<file path="config.mk">
export PLATFORM = sky130hd
export DESIGN_NAME = rw_port_arbiter
export DESIGN_NICKNAME = d
export VERILOG_FILES = /design/src/rtl/rw_port_arbiter_pkg.sv /design/src/rtl/rw_port_arbiter.sv
export SDC_FILE = /design/constraint.sdc
export NUM_CORES = 1
export LEC_CHECK = 0
export ABC_AREA = 1
export CORE_AREA = 2 2 177 179
export CTS_CLUSTER_SIZE = 8
export DETAILED_ROUTE_END_ITERATION = 8
export DIE_AREA = 0 0 179 181
export PLACE_DENSITY_LB_ADDON = 0.1
export SYNTH_ARGS = -nofsm -noshare
export SYNTH_HDL_FRONTEND = slang
export SYNTH_SLANG_ARGS = --single-unit
</file>
<file path="constraint.sdc">
create_clock -name clk -period 1.2 [get_ports clk]
set_input_delay 0.12 -clock clk [delete_from_list [all_inputs] [get_ports clk]]
set_output_delay 0.12 -clock clk [all_outputs]
set_load 0.01 [all_outputs]
</file>
<file path="src/rtl/rw_port_arbiter_pkg.sv">
// Shared types and defaults for the rw port arbiter: FSM state encoding,
// owner identifiers, default transaction IDs and the bus-error helper.
package rw_port_arbiter_pkg;

  typedef enum logic [1:0] {
    ST_IDLE     = 2'd0,
    ST_BUSY_IF  = 2'd1,
    ST_BUSY_MEM = 2'd2
  } arb_state_e;

  typedef enum logic {
    OWNER_IF  = 1'b0,
    OWNER_MEM = 1'b1
  } owner_e;

  localparam int DEF_IF_ID  = 0;
  localparam int DEF_MEM_ID = 1;

  // Any non-OKAY AXI response (SLVERR/DECERR/EXOKAY) is reported as an error.
  function automatic logic resp_is_err(input logic [1:0] resp);
    return |resp;
  endfunction

endpackage

</file>
<file path="src/rtl/rw_port_arbiter.sv">
// Round-robin arbiter sharing the single axi_master_if rw port between
// instruction fetch (read-only) and load/store; the winner's command is registered.
module rw_port_arbiter
  import rw_port_arbiter_pkg::*;
#(
  parameter int RW_DATA_WIDTH = 64,
  parameter int RW_ADDR_WIDTH = 32,
  parameter int RW_ID_WIDTH   = 4,
  parameter int IF_ID         = DEF_IF_ID,
  parameter int MEM_ID        = DEF_MEM_ID
) (
  input  logic                         clk,
  input  logic                         rst_n,
  input  logic                         if_cen_i,
  input  logic [RW_ADDR_WIDTH-1:0]     if_addr_i,
  input  logic [2:0]                   if_size_i,
  output logic                         if_ready_o,
  output logic [RW_DATA_WIDTH-1:0]     if_rdata_o,
  output logic                         if_err_o,
  input  logic                         mem_cen_i,
  input  logic                         mem_wen_i,
  input  logic [RW_ADDR_WIDTH-1:0]     mem_addr_i,
  input  logic [2:0]                   mem_size_i,
  input  logic [RW_DATA_WIDTH-1:0]     mem_wdata_i,
  input  logic [RW_DATA_WIDTH/8-1:0]   mem_wmask_i,
  output logic                         mem_ready_o,
  output logic [RW_DATA_WIDTH-1:0]     mem_rdata_o,
  output logic                         mem_err_o,
  output logic                         rw_cen_o,
  output logic                         rw_wen_o,
  output logic [RW_ID_WIDTH-1:0]       rw_id_o,
  output logic [RW_ADDR_WIDTH-1:0]     rw_addr_o,
  output logic [2:0]                   rw_size_o,
  output logic [RW_DATA_WIDTH-1:0]     rw_wdata_o,
  output logic [RW_DATA_WIDTH/8-1:0]   rw_wmask_o,
  input  logic                         rw_ready_i,
  input  logic [RW_DATA_WIDTH-1:0]     rw_rdata_i,
  input  logic [1:0]                   rw_resp_i
);

  localparam int MW = RW_DATA_WIDTH / 8;

  arb_state_e               state_r, state_nxt_s;
  owner_e                   last_grant_r, last_grant_nxt_s;
  logic                     load_s, load_mem_s;
  logic                     cen_r;
  logic                     wen_r;
  logic [RW_ID_WIDTH-1:0]   id_r;
  logic [RW_ADDR_WIDTH-1:0] addr_r;
  logic [2:0]               size_r;
  logic [RW_DATA_WIDTH-1:0] wdata_r;
  logic [MW-1:0]            wmask_r;
  logic                     if_done_s, mem_done_s;

  // Next-state, grant selection and round-robin history update.
  always_comb begin
    state_nxt_s      = state_r;
    last_grant_nxt_s = last_grant_r;
    load_s           = 1'b0;
    load_mem_s       = 1'b0;
    case (state_r)
      ST_IDLE: begin
        if (if_cen_i && mem_cen_i) begin
          load_s     = 1'b1;
          load_mem_s = (last_grant_r == OWNER_IF);
        end else if (mem_cen_i) begin
          load_s     = 1'b1;
          load_mem_s = 1'b1;
        end else if (if_cen_i) begin
          load_s     = 1'b1;
          load_mem_s = 1'b0;
        end else begin
          load_s     = 1'b0;
          load_mem_s = 1'b0;
        end
        if (!load_s) begin
          state_nxt_s = ST_IDLE;
        end else if (load_mem_s) begin
          state_nxt_s = ST_BUSY_MEM;
        end else begin
          state_nxt_s = ST_BUSY_IF;
        end
      end
      ST_BUSY_IF: begin
        if (rw_ready_i) begin
          state_nxt_s      = ST_IDLE;
          last_grant_nxt_s = OWNER_IF;
        end else begin
          state_nxt_s = ST_BUSY_IF;
        end
      end
      ST_BUSY_MEM: begin
        if (rw_ready_i) begin
          state_nxt_s      = ST_IDLE;
          last_grant_nxt_s = OWNER_MEM;
        end else begin
          state_nxt_s = ST_BUSY_MEM;
        end
      end
      default: begin
        state_nxt_s = ST_IDLE;
      end
    endcase
  end

  // State, grant history and rw_cen register; reset aborts any transfer.
  always_ff @(posedge clk or negedge rst_n) begin
    if (!rst_n) begin
      state_r      <= ST_IDLE;
      last_grant_r <= OWNER_IF;
      cen_r        <= 1'b0;
    end else begin
      state_r      <= state_nxt_s;
      last_grant_r <= last_grant_nxt_s;
      cen_r        <= (state_nxt_s != ST_IDLE);
    end
  end

  // Command capture on grant; IF is read-only so wen/wmask/wdata are forced low.
  always_ff @(posedge clk or negedge rst_n) begin
    if (!rst_n) begin
      wen_r   <= 1'b0;
      id_r    <= '0;
      addr_r  <= '0;
      size_r  <= 3'd0;
      wdata_r <= '0;
      wmask_r <= '0;
    end else if (load_s && load_mem_s) begin
      wen_r   <= mem_wen_i;
      id_r    <= RW_ID_WIDTH'(MEM_ID);
      addr_r  <= mem_addr_i;
      size_r  <= mem_size_i;
      wdata_r <= mem_wdata_i;
      wmask_r <= mem_wmask_i;
    end else if (load_s) begin
      wen_r   <= 1'b0;
      id_r    <= RW_ID_WIDTH'(IF_ID);
      addr_r  <= if_addr_i;
      size_r  <= if_size_i;
      wdata_r <= '0;
      wmask_r <= '0;
    end else begin
      wen_r   <= wen_r;
      id_r    <= id_r;
      addr_r  <= addr_r;
      size_r  <= size_r;
      wdata_r <= wdata_r;
      wmask_r <= wmask_r;
    end
  end

  assign rw_cen_o   = cen_r;
  assign rw_wen_o   = wen_r;
  assign rw_id_o    = id_r;
  assign rw_addr_o  = addr_r;
  assign rw_size_o  = size_r;
  assign rw_wdata_o = wdata_r;
  assign rw_wmask_o = wmask_r;

  // Completion is routed combinationally to the owner only; ready in IDLE is dropped.
  assign if_done_s  = (state_r == ST_BUSY_IF)  && rw_ready_i;
  assign mem_done_s = (state_r == ST_BUSY_MEM) && rw_ready_i;

  assign if_ready_o  = if_done_s;
  assign if_rdata_o  = if_done_s ? rw_rdata_i : '0;
  assign if_err_o    = if_done_s && resp_is_err(rw_resp_i);
  assign mem_ready_o = mem_done_s;
  assign mem_rdata_o = mem_done_s ? rw_rdata_i : '0;
  assign mem_err_o   = mem_done_s && resp_is_err(rw_resp_i);

endmodule

</file>
==> impl_metrics.py <==
metrics = {
    "clock_tree": {
        "clkLatencyLatePin_ps": 420,
        "htree_levels": 4,
        "numCtsBuffers": 17,
        "cts.clk_slew.worst_paths_ps": 60,
        "tritoncts": "done",
        "clock_sinks": 113,
        "clk_path_buf_depth": 2,
        "cts-root-buf": "clkbuf_16",
    },
    "power": {
        "power_density_mw_per_mm2": 2250,
        "peakVddDrop_uv": 1030,
        "finalPower_uw": 32800,
        "p_leak_uw": 0.00770,
    },
    "sta": {
        "setup_viol_count_final": 245,
        "hold_viol": 0,
        "layout_setup_ws_ps": -638,
        "rsz0062_at_grt": "true",
        "period_share_pct": 153,
        "skew_ps": 8.26,
        "fmax_ghz": 0.544,
        "finalCriticalPeriod_ps": 1840,
        "slew_violations": 0,
    },
    "routing": {
        "postRouteAntennaNets": 0,
        "drt_iter0_markers": 183,
        "firstDrtPassIters": 4,
        "vias": 7402,
        "drt-total-wl_um": 34300,
        "vias_per_cell": 4.08,
        "drc": 0,
        "avgRoutedWirePerCell_um": 18.9,
    },
    "worst_setup_path": {
        "arrival_ps": 1720,
        "reg2reg_depth": 10,
        "critPathMaxFanout": 7,
        "cp-end-kind": "output port",
        "cp.required_ps": 1080,
        "path_class": "flop to output port",
        "startpoint_type": "flop",
    },
    "synthesis": {
        "syn_area_mm2": 0.00619,
        "synth_top_area_share_pct": 45.7,
        "synth_most_common_cell": "nand2_1",
        "synth_edf_count": 0,
        "syn_inst": 849,
        "ys_dominant_reg_cell": "dfrtp_1",
        "ys_seq_area_share_pct": 45.7,
        "synth.avg_cell_area_um2": 7.29,
        "synth-async-reset-ratio_pct": 100,
        "ys_ff_latch": 113,
        "synth_common_cells": "nand2_1, inv_1, dfrtp_1, nor2_1, o21ai_0",
        "synth_largest_area_cell": "dfrtp_1",
        "ys_warn_count": 0,
        "yosys-top-cells-area": "dfrtp_1, nand2_1, inv_1, nor2_4, o21ai_0",
        "ys_types": 21,
    },
    "global_route": {
        "first_global_vias": 6889,
        "grt_pass1_wl_um": 45000,
        "antenna_found_initial": 5,
        "grt_max_degree": 82,
        "grt_usage_pct": 19.0,
        "grt-ovfl-total": 0,
    },
    "cells_and_area": {
        "drive_gt1_share_pct": 46.4,
        "multi_input_area_mm2": 0.00361,
        "post-route-cell-area_mm2": 0.0146,
        "fillCellCount": 2943,
        "area_growth_syn_to_layout_pct": 136,
        "ff_latch_area_mm2": 0.00283,
        "nNetsFinal": 1615,
    },
    "floorplan": {
        "dieArea_mm2": 0.0324,
        "num_rows": 64,
        "core_region_area_mm2": 0.0303,
        "num_io_pins": 459,
        "die_y_um": 181,
        "chipWidth_um": 179,
        "start_util_pct": 20.4,
    },
    "run": {
        "maxCapViolCount": 0,
    },
    "min_path": {
        "holdPathStages": 3,
        "hp-class": "input port to flop",
    },
    "outcome": {
        "status": "finished with violations",
        "violations": "negative setup slack",
    },
    "placed_design": {
        "dpl_cell_area_mm2": 0.0115,
        "routabilityCongestion": 0.915,
        "hpwlAfterDp_um": 21800,
        "portBuffers": 455,
    },
}
==> sequential cells by signal (all words and copies together) (netlist names) <==
register	count
last_grant_r	1
rw_addr_o	32
rw_cen_o	1
rw_id_o	1
rw_size_o	3
rw_wdata_o	64
rw_wen_o	1
rw_wmask_o	8
state_r	2
==> worst max-delay path, stage by stage (launching register included) <==
cell      delay [ps]
dfrtp_2          430
nor3_4           240
bufinv_8         260
buf_16           160
nor2_4            90
buf_6            100
==> stage by stage <==
stage	hold slack [ps]	instances	setup slack, ps	TNS, ps	util, %
global placement	203	1694	-833	-119760	38.0
global route	223	1812	-719	-131700	48.0
floorplan	-176	851	-45.3	-3280	-
finish	231	1813	-638	-113230	48.0
CTS	222	1766	-682	-124260	42.7
detailed placement	212	1694	-872	-122370	38.0
==> per-layer routing <==
metal	track usage [%]	up-vias	wire length [µm]
li1	-	3598	-
met1	22.5	3489	13500
met2	32.1	281	17400
met3	6.78	32	2830
met4	5.30	2	560
met5	0	-	13
==> power by group <==
group          switching (µW)  internal, µW
sequential               1220          5690
clock                    1910          3720
combinational            9930         10300
total                   13100         19700
==> layout make-up <==
type | instances | share of cell area (%)
Tap cell | 396 | 3.40
Inverter | 181 | 4.79
Timing Repair inverter | 2 | 0.155
Clock buffer | 21 | 3.09
Antenna cell | 4 | 0.0687
Sequential cell | 113 | 19.4
Timing Repair Buffer | 576 | 43.1
Clock inverter | 10 | 1.26
Multi-Input combinational cell | 510 | 24.8
==> path summary, 6_finish.rpt <==
| check | start | end | slack [ps] |
|---|---|---|---|
| max in group asynchronous | rst_n | state_r[1] | 530 |
| worst max register to register | state_r[1] | rw_wen_o | -450 |
| worst max-delay path | state_r[1] | if_rdata_o[47] | -640 |
| worst min-delay path | mem_wdata_i[41] | rw_wdata_o[41] | 230 |
| min in group asynchronous | rst_n | rw_wdata_o[25] | 260 |
| worst min register to register | rw_addr_o[19] | rw_addr_o[19] | 470 |
==> cells by family after synthesis <==
family,share of synthesized area [%]
simple gates,32.3
buf+inv,15.8
flops,45.7
compound gates,6.07
other cells,0.0606
==> repair_timing <==
action	in CTS	in global routing
endpoints found under the setup margin	355	332
cloned	23	24
hold buffers	1	0
endpoints found under the hold margin	113	0
pin swaps	4	43
setup buffers	17	38
gates resized for setup	781	606
==> layout by cell type, fill, tap and decap left out, types with 2 or more instances in the layout <==
cell type / Yosys / final
nand2_2: 0 / 73
nand2_8: 0 / 2
bufinv_16: 0 / 5
nand3_2: 0 / 10
clkbuf_2: 0 / 33
dfrtp_1: 113 / 112
nand3_1: 39 / 26
clkbuf_16: 0 / 35
buf_2: 24 / 62
clkdlybuf4s50_1: 0 / 212
clkinv_4: 0 / 2
buf_6: 3 / 117
buf_16: 0 / 13
a21oi_2: 0 / 2
dlymetal6s2s_1: 0 / 29
clkdlybuf4s15_1: 0 / 2
o21ai_2: 0 / 43
buf_12: 0 / 24
nand2_1: 256 / 142
buf_4: 4 / 25
diode_2: 0 / 4
o21ai_4: 0 / 2
nor2_4: 40 / 84
clkinvlp_4: 0 / 2
inv_1: 180 / 178
nor2_2: 1 / 25
conb_1: 1 / 3
clkdlybuf4s15_2: 0 / 29
clkbuf_1: 13 / 3
nor2_1: 88 / 20
nand2_4: 2 / 43
inv_8: 0 / 2
nand3_4: 1 / 5
buf_8: 4 / 11
o21ai_1: 0 / 22
o21ai_0: 73 / 6
clkinv_2: 0 / 2
Note: power is estimated with default switching activity, not from simulation.
==> RTL edit 1: new RTL, same settings <==
The parameter `RW_DATA_WIDTH` goes from 64 to 68.
--- a/src/rtl/rw_port_arbiter.sv
+++ b/src/rtl/rw_port_arbiter.sv
@@ -4,5 +4,5 @@
   import rw_port_arbiter_pkg::*;
 #(
-  parameter int RW_DATA_WIDTH = 64,
+  parameter int RW_DATA_WIDTH = 68,
   parameter int RW_ADDR_WIDTH = 32,
   parameter int RW_ID_WIDTH   = 4,
Interface: changed (5 resized); port bits go from 459 to 479. No check against the original RTL was run, so the function may have changed too.
==> RTL edit 1 against the unedited design <==
  * Via count up 5.3%
  * Worst setup slack worse by 0.061 ns
  * Synthesized cell count up 3.4%
  * Cell area up 5.5%
  * Fmax down 3.2%
  * Wire length up 2.6%
  * Sequential cell count up 4
  * The run still ends with negative setup slack left
  * Count of clock-buffer cells in the layout down 4
  * First-iteration DRC count down 5.5%
  * Power up 0.12%
  * Highest routed layer is now met4
  * Synthesized area down 2.4%
  * Global-route usage down 0.48 points
==> RTL edit 1: results (changes against the unedited design) <==
[global_route]
grt_use_met1=0.185  ; -0.0399
global_routing_usage_summed_across_all_routing_layers=0.185  ; -0.00479
antenna_found_initial=11  ; +6
grt_pass1_vias=7538  ; +9.4%

[status]
run_status=complete, but fails checks
violations=negative setup slack

[placement]
detailed_place_hpwl_um=22400  ; +2.8%
preCtsSetupSlack_ns=-0.837  ; +0.0355 ns
numPortBuffers=475  ; +4.4%
globalplace.congestion=0.883  ; -3.5%

[route]
via_count=7795  ; +5.3%
wl_met1_um=12500  ; -7.9%
met2_length_um=18800  ; +8.4%
top_layer=met4
drt-initial-drc-count=173  ; -5.5%
met3_routed_wl_um=2700  ; -4.5%
routed_wire_length_per_instance_um=18.9  ; -0.12%

[setup_path]
reg2reg_slack_ns=-0.42  ; +0.03 ns
max_fo_critical_path=3  ; -4
timing.critical_path.arrival_ns=1.78  ; +0.06 ns

[timing]
worst_hold_slack_ns=0.115  ; -0.116 ns
timing.final.setup_violations=257  ; +4.9%
post-route-worst-setup-slack_ns=-0.699  ; -0.0608 ns

[logic_synthesis]
average_size_of_a_mapped_cell_um2=6.87  ; -5.7%
synth_top_cells_by_area=sky130_fd_sc_hd__dfrtp_1, sky130_fd_sc_hd__nand2_1, sky130_fd_sc_hd__inv_1
synth_seq_area_share=0.485  ; +0.0281
compound_gate_portion_of_the_synthesized_area=0.0655  ; +0.00484

[power_and_ir_drop]
static-leakage-power_nw=8.92  ; +16%
power.ir.vdd_worst_mv=1.12  ; +8.9%

[finish]
nNetsFinal=1666  ; +3.2%
share_of_final_layout_standard_cells_stronger_than_drive_strength_1=0.405  ; -0.0593

[worst_hold_path]
min-delay-path-class=primary input to asynchronous set/reset pin

-- RTL edit 1: power by group --
| part | internal, mW | switching, mW | leakage [nW] |
|---|---|---|---|
| Combinational | 10.7 | 9.94 | 7.15 |
| Clock | 3.11 | 2.09 | 0.289 |
| Sequential | 5.88 | 1.09 | 1.48 |
-- RTL edit 1: per-stage QoR --
stage,TNS [ns],area (um^2)
after floorplan,-7.75,6470
after global placement,-130.63,11800
after detailed placement,-133.27,11800
after CTS,-146.28,13000
after global routing,-137.78,15400
final,-120.49,15400
-- RTL edit 1: repair_timing --
action	in CTS	in global routing
cloned	19	31
hold buffers	1	0
pin swaps	7	54
resized for setup	683	529
hold endpoints to repair	117	0
setup buffers	29	10
setup endpoints to repair	370	371
-- RTL edit 1: worst paths after layout --
kind | cells after the start | to | startpoint
min in group clk | 3 | rw_wdata_o[35]$_DFFE_PN0P_ | mem_wdata_i[35]
max in group asynchronous | 3 | rw_wdata_o[64]$_DFFE_PN0P_ | rst_n
setup reg to reg | 9 | rw_addr_o[24]$_DFFE_PN0P_ | state_r[1]$_DFF_PN0_
hold reg to reg | 2 | rw_addr_o[4]$_DFFE_PN0P_ | rw_addr_o[4]$_DFFE_PN0P_
setup / recovery | 7 | if_rdata_o[65] | state_r[1]$_DFF_PN0_
hold / removal | 2 | rw_wdata_o[10]$_DFFE_PN0P_ | rst_n
-- RTL edit 1: cell type report --
| cell class | instances | area [um^2] |
|---|---|---|
| timing repair buffer | 593 | 6960 |
| tap | 396 | 495 |
| multi-input combinational | 525 | 3650 |
| antenna | 10 | 25.0 |
| timing repair inverter | 1 | 7.51 |
| clock inverter | 15 | 169 |
| sequential | 117 | 2930 |
| fill | 2810 | 15000 |
| clock buffer | 17 | 425 |
| inverter | 189 | 712 |
==> RTL edit 2: new RTL, same flow settings <==
Without the edit above. Register the outputs `if_err_o` and `mem_err_o`, without a reset; this adds one clock of latency there. The other outputs are not delayed to match.
--- a/src/rtl/rw_port_arbiter.sv
+++ b/src/rtl/rw_port_arbiter.sv
@@ -164,8 +164,10 @@
   assign if_ready_o  = if_done_s;
   assign if_rdata_o  = if_done_s ? rw_rdata_i : '0;
-  assign if_err_o    = if_done_s && resp_is_err(rw_resp_i);
   assign mem_ready_o = mem_done_s;
   assign mem_rdata_o = mem_done_s ? rw_rdata_i : '0;
-  assign mem_err_o   = mem_done_s && resp_is_err(rw_resp_i);
+  always_ff @(posedge clk) begin
+    if_err_o  <= if_done_s && resp_is_err(rw_resp_i);
+    mem_err_o <= mem_done_s && resp_is_err(rw_resp_i);
+  end
 
 endmodule
Check against the original RTL: not equivalent (Yosys sat finds a counterexample within 4 cycles, from zero or initial values and one cycle with rst_n low).
==> RTL edit 2 against the unedited design <==
  * The flow still finishes with violations (negative setup slack)
  * Synthesized area rose by 0.65%
  * Power fell by 8.0%
  * Synthesized cell count is 0.24% higher
  * Worst setup slack got worse by 0.037 ns
  * Wire length decreased by 6.9%
  * Largest power group unchanged
  * Fmax shrank 2.0%
  * Cell area down 0.78%
  * Sequential cell count increased by 2
  * Sequential share of layout area is 0.42 points higher
==> RTL edit 2: results (changes against the unedited design) <==
[logic_synthesis]
synth_cell_types=22  ; +4.8%
ys_async_sr_fraction=0.983  ; -0.0174
average_size_of_a_mapped_cell_um2=7.32  ; +0.41%
synthTopCellsByCount=sky130_fd_sc_hd__nand2_1, sky130_fd_sc_hd__inv_1, sky130_fd_sc_hd__dfrtp_1, sky130_fd_sc_hd__nor2_1, sky130_fd_sc_hd__o21ai_0
yosysWarnings=0  ; unchanged
synth_seq_area_share=0.461  ; +0.00349
synth_flop_cell=sky130_fd_sc_hd__dfrtp_1
synth_top_cells_by_area=sky130_fd_sc_hd__dfrtp_1, sky130_fd_sc_hd__nand2_1, sky130_fd_sc_hd__inv_1

[setup_path]
max_fo_critical_path=7  ; unchanged
rr_worst_depth=9  ; -1
r2r-start=state_r[0]$_DFF_PN0_
crit_type=register to primary output
worst_r2r_endpoint=rw_wdata_o[3]$_DFFE_PN0P_
max_stage_delay_ns=0.36  ; -0.07 ns
reg2reg_slack_ns=-0.35  ; +0.10 ns
critical_path.top_delay_family=buffers and inverters
timing.critical_path.arrival_ns=1.75  ; +0.03 ns
critical_path.slowest_cell=sky130_fd_sc_hd__dfrtp_1

[status]
run_status=complete, but fails checks
violations=negative setup slack

[timing]
timing.final.setup_violations=245  ; unchanged
post-route-worst-setup-slack_ns=-0.675  ; -0.0366 ns
worst_clock_skew_ns=0.0144  ; +0.00613 ns
timing.setup.tns_ns=-109.12  ; +4.11 ns

[worst_hold_path]
min-delay-path-class=primary input to asynchronous set/reset pin

[route]
drt-initial-drc-count=146  ; -20%
wirelength_um=31900  ; -6.9%
vias_per_cell=4.01  ; -1.7%
detail_route.first_pass.iterations=4  ; unchanged

[clock_network]
cts.htree.levels=4  ; unchanged
cts-root-to-sink-buffers=2  ; unchanged
clk_pin_slew_ns=0.07
clkLatencyLatePin_ns=0.42  ; about the same
clockRootBuffer=sky130_fd_sc_hd__clkbuf_16
numCtsBuffers=17  ; unchanged

[global_route]
grt_first_pass_wirelength_um=43900  ; -2.5%
grt_start_max_net_pins=50  ; -39%
grt_pass1_vias=6976  ; +1.3%
global_routing_usage_summed_across_all_routing_layers=0.182  ; -0.00765
antenna_found_initial=1  ; -4

[finish]
nNetsFinal=1607  ; -0.50%
share_of_final_layout_standard_cells_stronger_than_drive_strength_1=0.302  ; -0.163
finalNonFillerCells=1803  ; -0.55%
max_reg_flops=64  ; unchanged

[placement]
dpl.cell_count=1695  ; +0.059%
detailed_place_hpwl_um=22000  ; +1.3%
preCtsSetupSlack_ns=-0.851  ; +0.0217 ns
numPortBuffers=455  ; unchanged
globalplace.congestion=0.862  ; -5.8%

[power_and_ir_drop]
static-leakage-power_nw=8.44  ; +9.6%
power.ir.vdd_worst_mv=1.03  ; +0.25%
power_switching_share=0.387  ; -0.0112

-- RTL edit 2: routing by layer --
layer	up-vias	wire [um]	GRT usage
met2	272	16600	0.324
met4	0	707	0.0501
met5	-	0	0
li1	3572	-	-
met1	3358	11700	0.200
met3	37	2930	0.0688
-- RTL edit 2: cells by family (layout without fill, tap and decap cells) --
group / Yosys count / count (layout) / share of synthesized area
AO/OA/AOI/OAI: 75 / 75 / 0.0603
other: 1 / 4 / 0.000602
AND/OR/NAND/NOR: 429 / 432 / 0.321
buffers and inverters: 231 / 781 / 0.157
flip-flops: 115 / 115 / 0.461
-- RTL edit 2: how the worst max path moves through the flow --
stage | end | slack [ns]
3_3_place_gp | if_rdata_o[19] | -0.82
6_report | if_rdata_o[15] | -0.67
2_1_floorplan | if_rdata_o[23] | -0.05
3_5_place_dp | if_rdata_o[20] | -0.85
5_1_grt | if_rdata_o[6] | -0.79
4_1_cts | if_rdata_o[36] | -0.74
-- RTL edit 2: power by group through the flow --
stage	registers, mW	clock network, mW	logic, mW
2_1_floorplan	7.63	0	4.92
3_3_place_gp	6.74	0	13.7
3_5_place_dp	6.80	0	13.7
4_1_cts	6.80	5.33	16.1
5_1_grt	6.98	5.49	19.7
6_report	6.73	5.16	18.3
-- RTL edit 2: worst reg2reg max path, cell delays in order, from the launching register on --
cell	delay, ns
sky130_fd_sc_hd__dfrtp_1	0.38
sky130_fd_sc_hd__buf_4	0.15
sky130_fd_sc_hd__nor2_4	0.13
sky130_fd_sc_hd__buf_6	0.12
sky130_fd_sc_hd__buf_8	0.12
sky130_fd_sc_hd__buf_12	0.12
sky130_fd_sc_hd__nand2_8	0.09
sky130_fd_sc_hd__clkbuf_16	0.19
sky130_fd_sc_hd__nand2_1	0.05
sky130_fd_sc_hd__o21ai_0	0.07
-- RTL edit 2: metrics by stage --
stage / cell area [um^2] / hold WS [ns] / total power [mW]
6_report: 14500 / 0.235 / 30.2
4_1_cts: 12800 / 0.230 / 28.2
2_1_floorplan: 6310 / -0.176 / 12.5
3_5_place_dp: 11500 / 0.148 / 20.5
5_1_grt: 14500 / 0.236 / 32.2
3_3_place_gp: 11500 / 0.147 / 20.4
-- RTL edit 2: what timing repair did --
| action | in CTS | in global routing |
|---|---|---|
| endpoints found under the setup margin | 355 | 357 |
| pin swaps | 6 | 11 |
| hold buffers | 1 | 0 |
| hold endpoints to repair | 113 | 0 |
| resized for setup | 665 | 381 |
| setup buffers | 30 | 19 |
| cloned | 15 | 18 |
-- RTL edit 2: layout make-up --
type	count	area, um^2
Antenna cell	1	2.50
Clock buffer	17	425
Clock inverter	15	159
Fill cell	2921	15900
Inverter	181	682
Multi-Input combinational cell	510	3090
Sequential cell	115	2870
Tap cell	396	495
Timing Repair Buffer	568	6740
